<file path="src/rtl/ov7670_config_sequencer.sv">
// OV7670 register-table sequencer: presents one {rega,value} pair at a time to the
// SCCB write engine, inserting power-up and delay waits, and raises done at the end marker.
module ov7670_config_sequencer #(
    parameter int POWERUP_CYCLES = 1_000_000,
    parameter int DELAY_CYCLES   = 500_000,
    parameter int IDX_W          = 8
) (
    input  logic             clk,
    input  logic             reset_n,
    input  logic             taken,
    input  logic             restart,
    output logic             send,
    output logic [7:0]       rega,
    output logic [7:0]       value,
    output logic             done,
    output logic [IDX_W-1:0] index
);

    typedef enum logic [2:0] {
        ST_POWERUP,
        ST_FETCH,
        ST_DECODE,
        ST_SEND,
        ST_DELAY,
        ST_DONE
    } state_t;

    localparam logic [15:0] END_MARK   = 16'hFFFF;
    localparam logic [15:0] DELAY_MARK = 16'hFFF0;
    // Parameters of 0 or 1 collapse to a single-cycle wait.
    localparam logic [20:0] PU_LAST = (POWERUP_CYCLES > 1) ? 21'(POWERUP_CYCLES - 1) : 21'd0;
    localparam logic [20:0] DL_LAST = (DELAY_CYCLES > 1) ? 21'(DELAY_CYCLES - 1) : 21'd0;

    logic [1:0]       rst_sync_q;
    logic             rst_n_int;
    state_t           state_q;
    logic [20:0]      cnt_q;
    logic             send_q;
    logic             done_q;
    logic [7:0]       rega_q;
    logic [7:0]       value_q;
    logic [IDX_W-1:0] index_q;
    logic [15:0]      rom_data;

    // Assertion is immediate; release is retimed through two flops.
    always_ff @(posedge clk or negedge reset_n) begin
        if (!reset_n) rst_sync_q <= '0;
        else          rst_sync_q <= {rst_sync_q[0], 1'b1};
    end
    assign rst_n_int = rst_sync_q[1];

    always_comb begin
        rom_data = END_MARK;
        case (index_q)
            IDX_W'(0):  rom_data = 16'h1280;
            IDX_W'(1):  rom_data = DELAY_MARK;
            IDX_W'(2):  rom_data = 16'h1204;
            IDX_W'(3):  rom_data = 16'h1180;
            IDX_W'(4):  rom_data = 16'h0C04;
            IDX_W'(5):  rom_data = 16'h3E19;
            IDX_W'(6):  rom_data = 16'h40D0;
            IDX_W'(7):  rom_data = 16'h8C00;
            IDX_W'(8):  rom_data = 16'h703A;
            IDX_W'(9):  rom_data = 16'h7135;
            IDX_W'(10): rom_data = 16'h7211;
            IDX_W'(11): rom_data = 16'h73F1;
            IDX_W'(12): rom_data = 16'hA202;
            default:    rom_data = END_MARK;
        endcase
    end

    always_ff @(posedge clk or negedge rst_n_int) begin
        if (!rst_n_int) begin
            state_q <= ST_POWERUP;
            cnt_q   <= '0;
            send_q  <= 1'b0;
            done_q  <= 1'b0;
            rega_q  <= '0;
            value_q <= '0;
            index_q <= '0;
        end else begin
            case (state_q)
                ST_POWERUP: begin
                    if (cnt_q == PU_LAST) state_q <= ST_FETCH;
                    else                  cnt_q   <= cnt_q + 21'd1;
                end
                ST_FETCH: begin
                    {rega_q, value_q} <= rom_data;
                    state_q           <= ST_DECODE;
                end
                ST_DECODE: begin
                    if ({rega_q, value_q} == END_MARK) begin
                        done_q  <= 1'b1;
                        state_q <= ST_DONE;
                    end else if ({rega_q, value_q} == DELAY_MARK) begin
                        cnt_q   <= '0;
                        state_q <= ST_DELAY;
                    end else begin
                        send_q  <= 1'b1;
                        state_q <= ST_SEND;
                    end
                end
                ST_SEND: begin
                    if (taken) begin
                        send_q  <= 1'b0;
                        index_q <= index_q + IDX_W'(1);
                        state_q <= ST_FETCH;
                    end
                end
                ST_DELAY: begin
                    if (cnt_q == DL_LAST) begin
                        index_q <= index_q + IDX_W'(1);
                        state_q <= ST_FETCH;
                    end else begin
                        cnt_q <= cnt_q + 21'd1;
                    end
                end
                ST_DONE: begin
                    if (restart) begin
                        done_q  <= 1'b0;
                        index_q <= '0;
                        state_q <= ST_FETCH;
                    end
                end
                default: state_q <= ST_POWERUP;
            endcase
        end
    end

    assign send  = send_q;
    assign done  = done_q;
    assign rega  = rega_q;
    assign value = value_q;
    assign index = index_q;

endmodule

</file>
<file path="config.mk">
export PLATFORM = sky130hd
export DESIGN_NAME = ov7670_config_sequencer
export DESIGN_NICKNAME = d
export VERILOG_FILES = /design/src/rtl/ov7670_config_sequencer.sv
export SDC_FILE = /design/constraint.sdc
export NUM_CORES = 1
export LEC_CHECK = 0
export CORE_MARGIN = 2
export CORE_UTILIZATION = 52
export DETAILED_ROUTE_END_ITERATION = 12
export GPL_TIMING_DRIVEN = 0
export PLACE_DENSITY = 0.8
export SYNTH_ARGS = -nofsm -noshare
export SYNTH_HDL_FRONTEND = slang
export SYNTH_SLANG_ARGS = --single-unit
</file>
<file path="constraint.sdc">
create_clock -name clk -period 1.55 [get_ports clk]
set_input_delay 0.31 -clock clk [delete_from_list [all_inputs] [get_ports clk]]
set_output_delay 0.31 -clock clk [all_outputs]
set_load 0.01 [all_outputs]
</file>
==> metrics.md <==
| Metric | Value |
|---|---|
| Cts bufs inserted | 5 |
| Worst hold path type | input port to asynchronous set/reset pin |
| Skew final | 0.00583 ns |
| Power per cell area | roughly 580 mW/mm2 |
| Count of cell types in the netlist | 54 |
| Via Count | roughly 3000 |
| RSZ-0062 raised after global routing | true |
| Ant. Diodes | 0 |
| Clk_lat worst skew | 0.31 ns |
| Via density | approximately 6.3 |
| All-Layer GR Usage | a little over a quarter |
| Core area | roughly 0.0055 mm2 |
| Initial antenna violation count | 0 |
| Setup crit end kind | register |
| Seq/Total Area, Yosys | between 40% and 50% |
| MaxCap Viol Count | 0 |
| Met3 GRT Util | under 10% |
| NumNets Final | roughly 420 |
| Placer congestion estimate | approximately 0.94 |
| Final Setup Violations | 45 |
| Final period utilization | 146% |
| FF-to-FF setup slack | -0.72 ns |
| Met1 Use GR | between 30% and 40% |
| Leakage power | roughly 1.8 nW |
| Synth area leader | dfrtp_1 |
| Failing checks | setup timing |
| WL/cell | about 17 um |
| Fin crit period | between 2 and 2.5 ns |
| DR pass1 iterations | 8 |
| Die Y-Extent | around 80 um |
| Worst slew pin tran | 0.639 ns |
| Fin. Hold Viols | 0 |
| Clock Sink Count | between 50 and 60 |
| Chip width | around 80 um |
| Startpoint types | register |
| CP Launch Point | cnt_q[14] |
| Slew margin rel. | between 50% and 60% |
| CTS tree | yes |
| Synth Area per Inst | between 8 and 9 um2 |
| Die Area | approximately 0.0064 mm2 |
| GR Overflow Total | 0 |
| Setup ws final | -0.720 ns |
| R2r worst-path depth | 5 |
| Post-Syn Area | 0.00301 mm2 |
| Critical path arrival | roughly 2.5 ns |
| Most used DFF post-synth | dfrtp_1 |
| Antenna Nets Post-Route | 0 |
| Reg2reg end | index[6] |
| Finished Layout Cells | between 400 and 500 |
| Vias in the first global route | around 2900 |
| M2 GR Usage | 45.6% |
| Worst setup path class | register to register |
| FFs w/ async S/R, synth | 100% |
| Status | complete, but fails checks |
| Clock slew at reported path FFs | 0.10 ns |
| Mapped Cells | approximately 350 |
| WL final | around 8400 um |
| Detailed Place HPWL | between 5000 and 6000 um |
| CTS root buf | clkbuf_8 |
| Htree depth | 2 |
| Crit Path Max Fanout | 7 |
| Area Overhead vs Synth | 29.3% |
| Worst EP required | 1.74 ns |
| Initial DRC Count | around 170 |
| DRC viols | 0 |
| CTS Buffer Depth | 2 |
| Starting Density | 54.2% |
| Fin Hold WS | ~0.15 ns |
| Syn. warnings | 0 |
| Pin count of the biggest net entering global routing | 27 |
| I/O pin cnt | 30 |
| Placed Instances | between 400 and 500 |
| Max Clock Freq | 441 MHz |
| Reg2reg start | cnt_q[14] |
| Row cnt | 27 |
| Top post-synthesis cells by area | dfrtp_1 42%, nor2_1 5.1%, a31oi_1 4.4% |
| Maximum VDD drop | 0.000349 V |
| Final instance area | approximately 0.0039 mm2 |
| Gr busiest metal | met2 |
| Placed cell areas | ~0.0035 mm2 |
| Max-slew violations | 0 |
| Share of cells above drive strength 1 | 22.1% |
| Area share of the largest cell type after synthesis | between 40% and 50% |
| Yosys reg bits | around 50 |
| Post-CTS Hold Buffers | 0 |
| Port buffer count | 29 |
| Post-Syn Nets | ~370 |
| Post-synth EDFFs | 0 |
| First-pass GRT wire length | 13800 um |
-- through the flow --
step / util [%] / setup slack (ns) / power, mW / TNS [ns]
after floorplan: - / -0.569 / 1.38 / -15.96
after global placement: 62.1 / -0.721 / 1.39 / -49.85
after detailed placement: 62.6 / -0.770 / 1.40 / -24.30
after CTS: 68.9 / -0.691 / 2.26 / -19.91
after global routing: 70.1 / -0.784 / 2.31 / -24.19
final: 70.1 / -0.720 / 2.25 / -20.29
-- cells by family (layout without fill, tap and decap cells) --
kind of cell	count (synthesis)	in the layout	share of synthesized area, %
XOR/XNOR	1	1	0.291
AO/OA/AOI/OAI	104	104	21.9
adder cells (fa/ha/maj)	9	9	3.75
other	1	1	0.125
buffers and inverters	40	97	5.91
AND/OR/NAND/NOR	144	144	24.3
flip-flops	51	51	42.5
multiplexers	4	4	1.33
-- power by group --
group          internal [mW]  leakage [nW]  switching [mW]
clock                  0.407        0.0505           0.464
sequential              1.33         0.640          0.0145
combinational         0.0141          1.09          0.0152
total                   1.75          1.79           0.494
-- cells in the mapped netlist, drive strengths merged, types with 3 or more instances --
| library cell | n |
|---|---|
| a31oi | 21 |
| buf | 12 |
| or4 | 7 |
| o31ai | 8 |
| dfrtp | 51 |
| mux2i | 4 |
| ha | 9 |
| a21oi | 26 |
| o21ai | 27 |
| nand2 | 29 |
| o31a | 3 |
| nor4 | 6 |
| nor3b | 3 |
| a211o | 3 |
| nor2 | 41 |
| nor3 | 4 |
| nand3 | 22 |
| nand4 | 12 |
| nand2b | 4 |
| inv | 15 |
| clkbuf | 13 |
| and3 | 6 |
-- critical path, stage by stage (launching register included) --
cell     delay (ns)
dfrtp_2        0.43
or4_1          0.52
or4_4          0.48
o31a_1         0.37
o31ai_1        0.25
o31ai_1        0.11
-- how the worst max path moves through the flow --
stage / end / slack, ns
2_1_floorplan: cnt_q[15] / -0.57
3_3_place_gp: cnt_q[8] / -0.72
3_5_place_dp: index[7] / -0.77
4_1_cts: index[6] / -0.69
5_1_grt: index[7] / -0.78
6_report: index[6] / -0.72
-- final cells by class --
cell class,count,area (um2)
multi-input cells,263,1730
fillers,431,1650
flip-flops and latches,51,1280
repair buffers,54,487
plain buffers,20,133
clock buffers,7,96.3
well taps,72,90.1
inverters,15,56.3
clock inverters,1,7.51
-- flip-flops by register name (all words and copies together), names as in the netlist --
register,cells
cnt_q,21
rst_sync_q,2
send,1
rega,7
state_q,3
done,1
value,8
index,8
-- cell usage in the layout, fill, tap and decap left out, types with 3 or more instances in the layout --
| master | Yosys | final |
|---|---|---|
| buf_2 | 6 | 6 |
| mux2i_1 | 4 | 4 |
| clkbuf_8 | 0 | 8 |
| o21ai_0 | 23 | 19 |
| inv_1 | 15 | 14 |
| nand4_1 | 12 | 12 |
| ha_1 | 9 | 8 |
| o31ai_2 | 0 | 4 |
| or4_1 | 6 | 4 |
| a31oi_1 | 21 | 19 |
| clkdlybuf4s50_1 | 0 | 5 |
| buf_4 | 3 | 23 |
| a211o_1 | 3 | 3 |
| clkbuf_2 | 1 | 3 |
| o31a_1 | 3 | 3 |
| and3_1 | 6 | 6 |
| nand3_1 | 21 | 21 |
| dfrtp_1 | 51 | 46 |
| or4_4 | 1 | 3 |
| nor2_1 | 41 | 38 |
| nand2b_1 | 4 | 4 |
| nor4_1 | 6 | 3 |
| nand2_1 | 28 | 27 |
| nor2_2 | 0 | 3 |
| o21ai_1 | 4 | 6 |
| dlygate4sd2_1 | 0 | 20 |
| dlymetal6s2s_1 | 0 | 3 |
| buf_6 | 1 | 6 |
| a21oi_1 | 26 | 22 |
| o31ai_1 | 7 | 3 |
| dfrtp_2 | 0 | 5 |
-- layer usage --
| metal | vias to the layer above | wire [um] | part of all wire (%) |
|---|---|---|---|
| met5 | - | 0 | 0 |
| met4 | 0 | 248 | 2.9 |
| met3 | 23 | 528 | 6.3 |
| met2 | 140 | 4210 | 50 |
| met1 | 1457 | 3430 | 41 |
| li1 | 1409 | - | - |
-- repair_timing --
action | 4_1_cts | 5_1_grt
pin swaps | 6 | 3
resized for setup | 52 | 23
setup endpoints to repair | 72 | 54
hold endpoints to repair | 0 | 0
setup buffers | 24 | 0
Note: power is estimated with default switching activity, not from simulation.
